<file path="src/rtl/median_pkg.sv">
// Shared types and constants for the serial 3x3 median filter.
// The sort schedule (4 elimination passes + 4 survivor cycles) is derived from these.
package median_pkg;

    localparam int W            = 8;
    localparam int NB_PIX       = 9;
    localparam int SORT_PASSES  = 4;
    localparam int LATENCY      = 40;
    localparam int FINAL_CYCLES = LATENCY - SORT_PASSES * NB_PIX;
    // After the last pass the survivors sit from this store index upward.
    localparam int TAP          = NB_PIX - SORT_PASSES - 1;

    typedef logic [W-1:0] pixel_t;

    typedef enum logic [1:0] {IDLE, LOAD, SORT, DONE} state_t;

    typedef enum logic [2:0] {
        OP_HOLD,
        OP_LOAD,
        OP_FIRST,
        OP_CMP,
        OP_LAST,
        OP_FINAL
    } core_op_t;

endpackage

</file>
<file path="src/rtl/median_core.sv">
// Median datapath: 9-entry shift store and one compare/exchange unit; max kept, min recirculated.
// One op per clock under control of the top; no backpressure, no internal control state.
module median_core
    import median_pkg::*;
(
    input  logic     clk,
    input  logic     rst_n,
    input  core_op_t op,
    input  pixel_t   din,
    output pixel_t   median
);

    pixel_t store [NB_PIX];
    pixel_t max_q;
    pixel_t cand;
    pixel_t hi;
    pixel_t lo;
    pixel_t push;
    logic   shift;

    always_comb begin
        cand  = (op == OP_FINAL) ? store[TAP] : store[0];
        hi    = (cand > max_q) ? cand  : max_q;
        lo    = (cand > max_q) ? max_q : cand;
        shift = 1'b1;
        push  = '0;
        case (op)
            OP_LOAD:         push = din;
            OP_FIRST:        push = '0;
            OP_CMP, OP_LAST: push = lo;
            OP_FINAL:        push = store[0];
            default:         shift = 1'b0;
        endcase
    end

    // Only meaningful on the final survivor cycle, where cand is the last survivor.
    assign median = hi;

    always_ff @(posedge clk or negedge rst_n) begin
        if (!rst_n) begin
            for (int i = 0; i < NB_PIX; i++) store[i] <= '0;
            max_q <= '0;
        end else begin
            if (shift) begin
                for (int i = 0; i < NB_PIX - 1; i++) store[i] <= store[i+1];
                store[NB_PIX-1] <= push;
            end
            // The last pass hands its survivor (not the discarded max) to the final scan.
            case (op)
                OP_FIRST:          max_q <= store[0];
                OP_CMP, OP_FINAL:  max_q <= hi;
                OP_LAST:           max_q <= lo;
                default:           max_q <= max_q;
            endcase
        end
    end

endmodule

</file>
<file path="src/rtl/median_filter.sv">
// Serial 3x3 median: 9 samples in on DSI, median out on DO with a one-cycle DSO.
// Fixed 40-edge latency from the 9th sample; no backpressure, samples during SORT/DONE are dropped.
module median_filter
    import median_pkg::*;
(
    input  logic       CLK,
    input  logic       nRST,
    input  logic [7:0] DI,
    input  logic       DSI,
    output logic [7:0] DO,
    output logic       DSO
);

    state_t     state;
    state_t     next_state;
    core_op_t   op;
    logic [3:0] smp_cnt;
    logic [3:0] cyc_cnt;
    logic [2:0] pass_cnt;
    logic       sort_end;
    pixel_t     median;

    median_core u_core (
        .clk    (CLK),
        .rst_n  (nRST),
        .op     (op),
        .din    (DI),
        .median (median)
    );

    always_ff @(posedge CLK or negedge nRST) begin
        if (!nRST) state <= IDLE;
        else       state <= next_state;
    end

    always_comb begin
        next_state = state;
        op         = OP_HOLD;
        sort_end   = 1'b0;
        case (state)
            IDLE: if (DSI) begin
                op         = OP_LOAD;
                next_state = LOAD;
            end
            LOAD: if (DSI) begin
                op = OP_LOAD;
                if (smp_cnt == 4'(NB_PIX - 1)) next_state = SORT;
            end
            SORT: begin
                if (pass_cnt == 3'(SORT_PASSES)) begin
                    op = OP_FINAL;
                    if (cyc_cnt == 4'(FINAL_CYCLES - 1)) begin
                        sort_end   = 1'b1;
                        next_state = DONE;
                    end
                end else if (cyc_cnt == '0) begin
                    op = OP_FIRST;
                end else if (pass_cnt == 3'(SORT_PASSES - 1) && cyc_cnt == 4'(NB_PIX - 1)) begin
                    op = OP_LAST;
                end else begin
                    op = OP_CMP;
                end
            end
            DONE:    next_state = IDLE;
            default: next_state = IDLE;
        endcase
    end

    always_ff @(posedge CLK or negedge nRST) begin
        if (!nRST) begin
            smp_cnt  <= '0;
            cyc_cnt  <= '0;
            pass_cnt <= '0;
        end else begin
            if (op == OP_LOAD)
                smp_cnt <= (smp_cnt == 4'(NB_PIX - 1)) ? '0 : smp_cnt + 4'd1;
            if (state != SORT) begin
                cyc_cnt  <= '0;
                pass_cnt <= '0;
            end else if (pass_cnt != 3'(SORT_PASSES) && cyc_cnt == 4'(NB_PIX - 1)) begin
                cyc_cnt  <= '0;
                pass_cnt <= pass_cnt + 3'd1;
            end else begin
                cyc_cnt  <= cyc_cnt + 4'd1;
            end
        end
    end

    always_ff @(posedge CLK or negedge nRST) begin
        if (!nRST) begin
            DO  <= '0;
            DSO <= 1'b0;
        end else begin
            DSO <= sort_end;
            if (sort_end) DO <= median;
        end
    end

endmodule

</file>
<file path="config.mk">
export PLATFORM = sky130hd
export DESIGN_NAME = median_filter
export DESIGN_NICKNAME = d
export VERILOG_FILES = /design/src/rtl/median_pkg.sv /design/src/rtl/median_core.sv /design/src/rtl/median_filter.sv
export SDC_FILE = /design/constraint.sdc
export NUM_CORES = 1
export LEC_CHECK = 0
export BUFFER_PORTS_ARGS = -buffer_cell sky130_fd_sc_hd__buf_2
export CAP_MARGIN = 15
export CORE_MARGIN = 2
export CORE_UTILIZATION = 60
export CTS_CLUSTER_DIAMETER = 60
export DETAILED_ROUTE_END_ITERATION = 8
export PLACE_DENSITY_LB_ADDON = 0.15
export SLEW_MARGIN = 20
export SYNTH_ARGS = -nofsm -noshare
export SYNTH_HDL_FRONTEND = slang
export SYNTH_HIERARCHICAL = 1
export SYNTH_SLANG_ARGS = --single-unit
</file>
<file path="constraint.sdc">
create_clock -name CLK -period 5.1 [get_ports CLK]
set_input_delay 0 -clock CLK [delete_from_list [all_inputs] [get_ports CLK]]
set_output_delay 0 -clock CLK [all_outputs]
set_load 0.02 [all_outputs]
</file>
==> flow_metrics.tcl <==
set metrics [dict create \
    crit_path_start_kind "register" \
    fin_ws_ns 0.908 \
    drt_iter0_drc 361 \
    power_density_nw_per_um2 611 \
    async_flop_share_pct 100 \
    avgSynthCellArea_um2 11.6 \
    ys_warn_count 6 \
    wl_per_cell_um 16.6 \
    synth_edf_count 0 \
    n_fill_cell 620 \
    num_rows 33 \
    worstHoldPathCells 5 \
    layout-drive-gt1-share_pct 27.4 \
    final_hold_viol_count 0 \
    ctsResizeCount 0 \
    vias 3272 \
    hold_class "in -> reg" \
    post-synth-top-area-cell "dfrtp_1" \
    synthDominantCellAreaShare_pct 51.1 \
    path_max_fanout 32 \
    worstSkewPairLatency_ns 0.36 \
    cts_max_level 3 \
    final_nets 477 \
    dpl_worst_slack_ns 0.999 \
    via_per_inst 5.87 \
    gp_congestion 0.856 \
    clkTransAtPathRegs_ns 0.09 \
    grt_pass1_vias 3218 \
    cts_buffer_depth 2 \
    area_delta_synth_final_pct 7.84 \
    grt_first_pass_wirelength_um 15600 \
    core-area_um2 8130 \
    holdWs_ns 0.0684 \
    synth_area_um2 4990 \
    clock_skew_ns 0.00941 \
    synth_common_cells "dfrtp_1 (102), mux2_2 (74), nand2_1 (42)" \
    ant_nets 0 \
    crit_arrival_ns 4.44 \
    maxSlewViolCount 0 \
    synth.yosys.seq_area_share_pct 51.1 \
    finalSetupTns_ns 0 \
    reg2reg_slack_ns 0.91 \
    portBuffers 19 \
    cts_setup_buffers 0 \
    fmax_ghz 0.239 \
    die_x_um 95.2 \
    ios 20 \
    initial_core_util_pct 61.4 \
    register_area_um2 2550 \
    cts_tree "done" \
    p_leak_nw 2.58 \
    synthTopCellsByArea "dfrtp_1 (51%), mux2_2 (17%), ha_1 (4.8%)" \
    synth_most_common_cell "dfrtp_1" \
    critical_path_class "reg -> reg" \
    rsz0062_at_grt "no" \
    maxCapViolCount 0 \
    cp.required_ns 5.35 \
    syn_nets 460 \
    synth_ff_type "dfrtp_1" \
    clkSinkCount 102 \
    dr.pass1.iters 4 \
    reg2regPathDepth 16 \
    dieArea_um2 9070 \
    finalSetupViolCount 0 \
    final.period_utilization_pct 82.2 \
    end_kind "register" \
    clockRootBuffer "clkbuf_8" \
    synthCells 430 \
    grt_max_degree 58 \
    antenna_found_initial 0 \
    grt_util_all_layers_pct 22.4 \
    postCtsHoldBufs 1 \
    synth_seq_cells 102 \
    fp.dieH_um 95.2 \
    drc 0 \
    multi_input_area_um2 2290 \
    hpwl_um 6460 \
    worstMarginPinSlew_ns 0.733 \
    ir_worst_vdd_uv 367 \
    cts_buffers 9 \
    overflow 0 \
    slew_headroom_pct 51.1 \
    synth_cell_types 44 \
    drt-total-wl_um 9240 \
    status "completed" \
    num_antenna_cells 0 \
    period_needed_ns 4.19 \
]
==> registers in the layout, indices dropped and copies added, names as in the netlist <==
name	count
cyc_cnt	4
u_core/store	72
pass_cnt	3
DSO	1
smp_cnt	4
DO	8
state	2
u_core/max_q	8
==> cell usage in the layout, fill, tap and decap left out, drive strengths merged, types with 2 or more instances in the layout <==
cell     Yosys  routed
and2         8       8
nand3        8       8
o221ai       9       9
xnor2        3       3
nor2b        6       6
a32o         4       4
inv         18      19
buf         14      26
o31ai        2       2
nor3b        3       3
a221o        4       4
ha          19      19
and3         2       2
nand2b       2       2
clkbuf       7      11
nand2       42      42
a31oi        3       3
clkinv       0       3
a21oi       24      24
nor2        26      26
or2          2       2
mux2        74      74
dfrtp      102     102
mux2i       18      18
o21ai        9       9
o211ai       5       5
o211a        2       2
o2111ai      3       3
==> logic make-up (layout without fill, tap and decap cells) <==
logic type | count (synthesis) | in the layout | synth area share [%]
mux | 92 | 92 | 20.3
xor+xnor | 3 | 3 | 0.526
flops | 102 | 102 | 51.1
compound gates | 70 | 70 | 9.82
buf+inv | 39 | 61 | 3.46
simple gates | 105 | 105 | 10.0
fa+ha+maj | 19 | 19 | 4.76
==> report_power, final <==
group	internal (W)	switching [W]	leakage (nW)
Sequential	0.00106	0.000189	1.35
Combinational	0.000762	0.000815	1.15
Clock	0.000184	0.000283	0.0856
==> metal layers <==
| layer | part of all wire (%) | GRT usage (%) | vias up |
|---|---|---|---|
| met5 | 0 | 0 | - |
| met1 | 46 | 32.6 | 1607 |
| met3 | 6.3 | 5.69 | 12 |
| li1 | - | - | 1556 |
| met4 | 1.4 | 7.00 | 0 |
| met2 | 46 | 33.2 | 97 |
==> path summary, 6_finish.rpt <==
| kind | to | startpoint |
|---|---|---|
| worst max-delay path | u_core/max_q[2] | cyc_cnt[0] |
| worst min-delay path | smp_cnt[1] | DSI |
| worst max register to register | u_core/max_q[2] | cyc_cnt[0] |
| worst min register to register | cyc_cnt[0] | cyc_cnt[0] |
| max in group asynchronous | u_core/store[20] | nRST |
| min in group asynchronous | smp_cnt[3] | nRST |
==> through the flow <==
stage               total power, W  std cells  area, um^2  util (%)
finish                     0.00329        557        5390      66.2
global route               0.00354        557        5390      66.2
CTS                        0.00328        556        5370      66.0
detailed placement         0.00281        539        5180      63.7
global placement           0.00275        539        5180      63.7
floorplan                  0.00252        430        4990         -
==> worst max-delay path, stage by stage (launching register included) <==
cell and delay [ns]:
dfrtp_1 0.42, inv_1 0.07, ha_1 0.13, nor2b_1 0.20
a31oi_1 0.14, nor3b_2 0.19, nor2b_1 0.27, and2_0 0.64
nand2_1 0.13, nand2_1 0.13, ha_1 0.26, nor2b_1 0.14
o211ai_1 0.16, a21bo_2 0.19, and2_4 0.39, o221ai_1 0.26
a221o_1 0.34
==> cell type report <==
type | instances | share of cell area (%)
clock buffer | 11 | 2.44
inverter | 18 | 1.25
sequential | 102 | 47.4
tap | 105 | 2.44
multi-input combinational | 289 | 42.4
timing repair buffer | 27 | 3.21
clock inverter | 5 | 0.836
No activity file was read; power rests on OpenSTA's default activity.
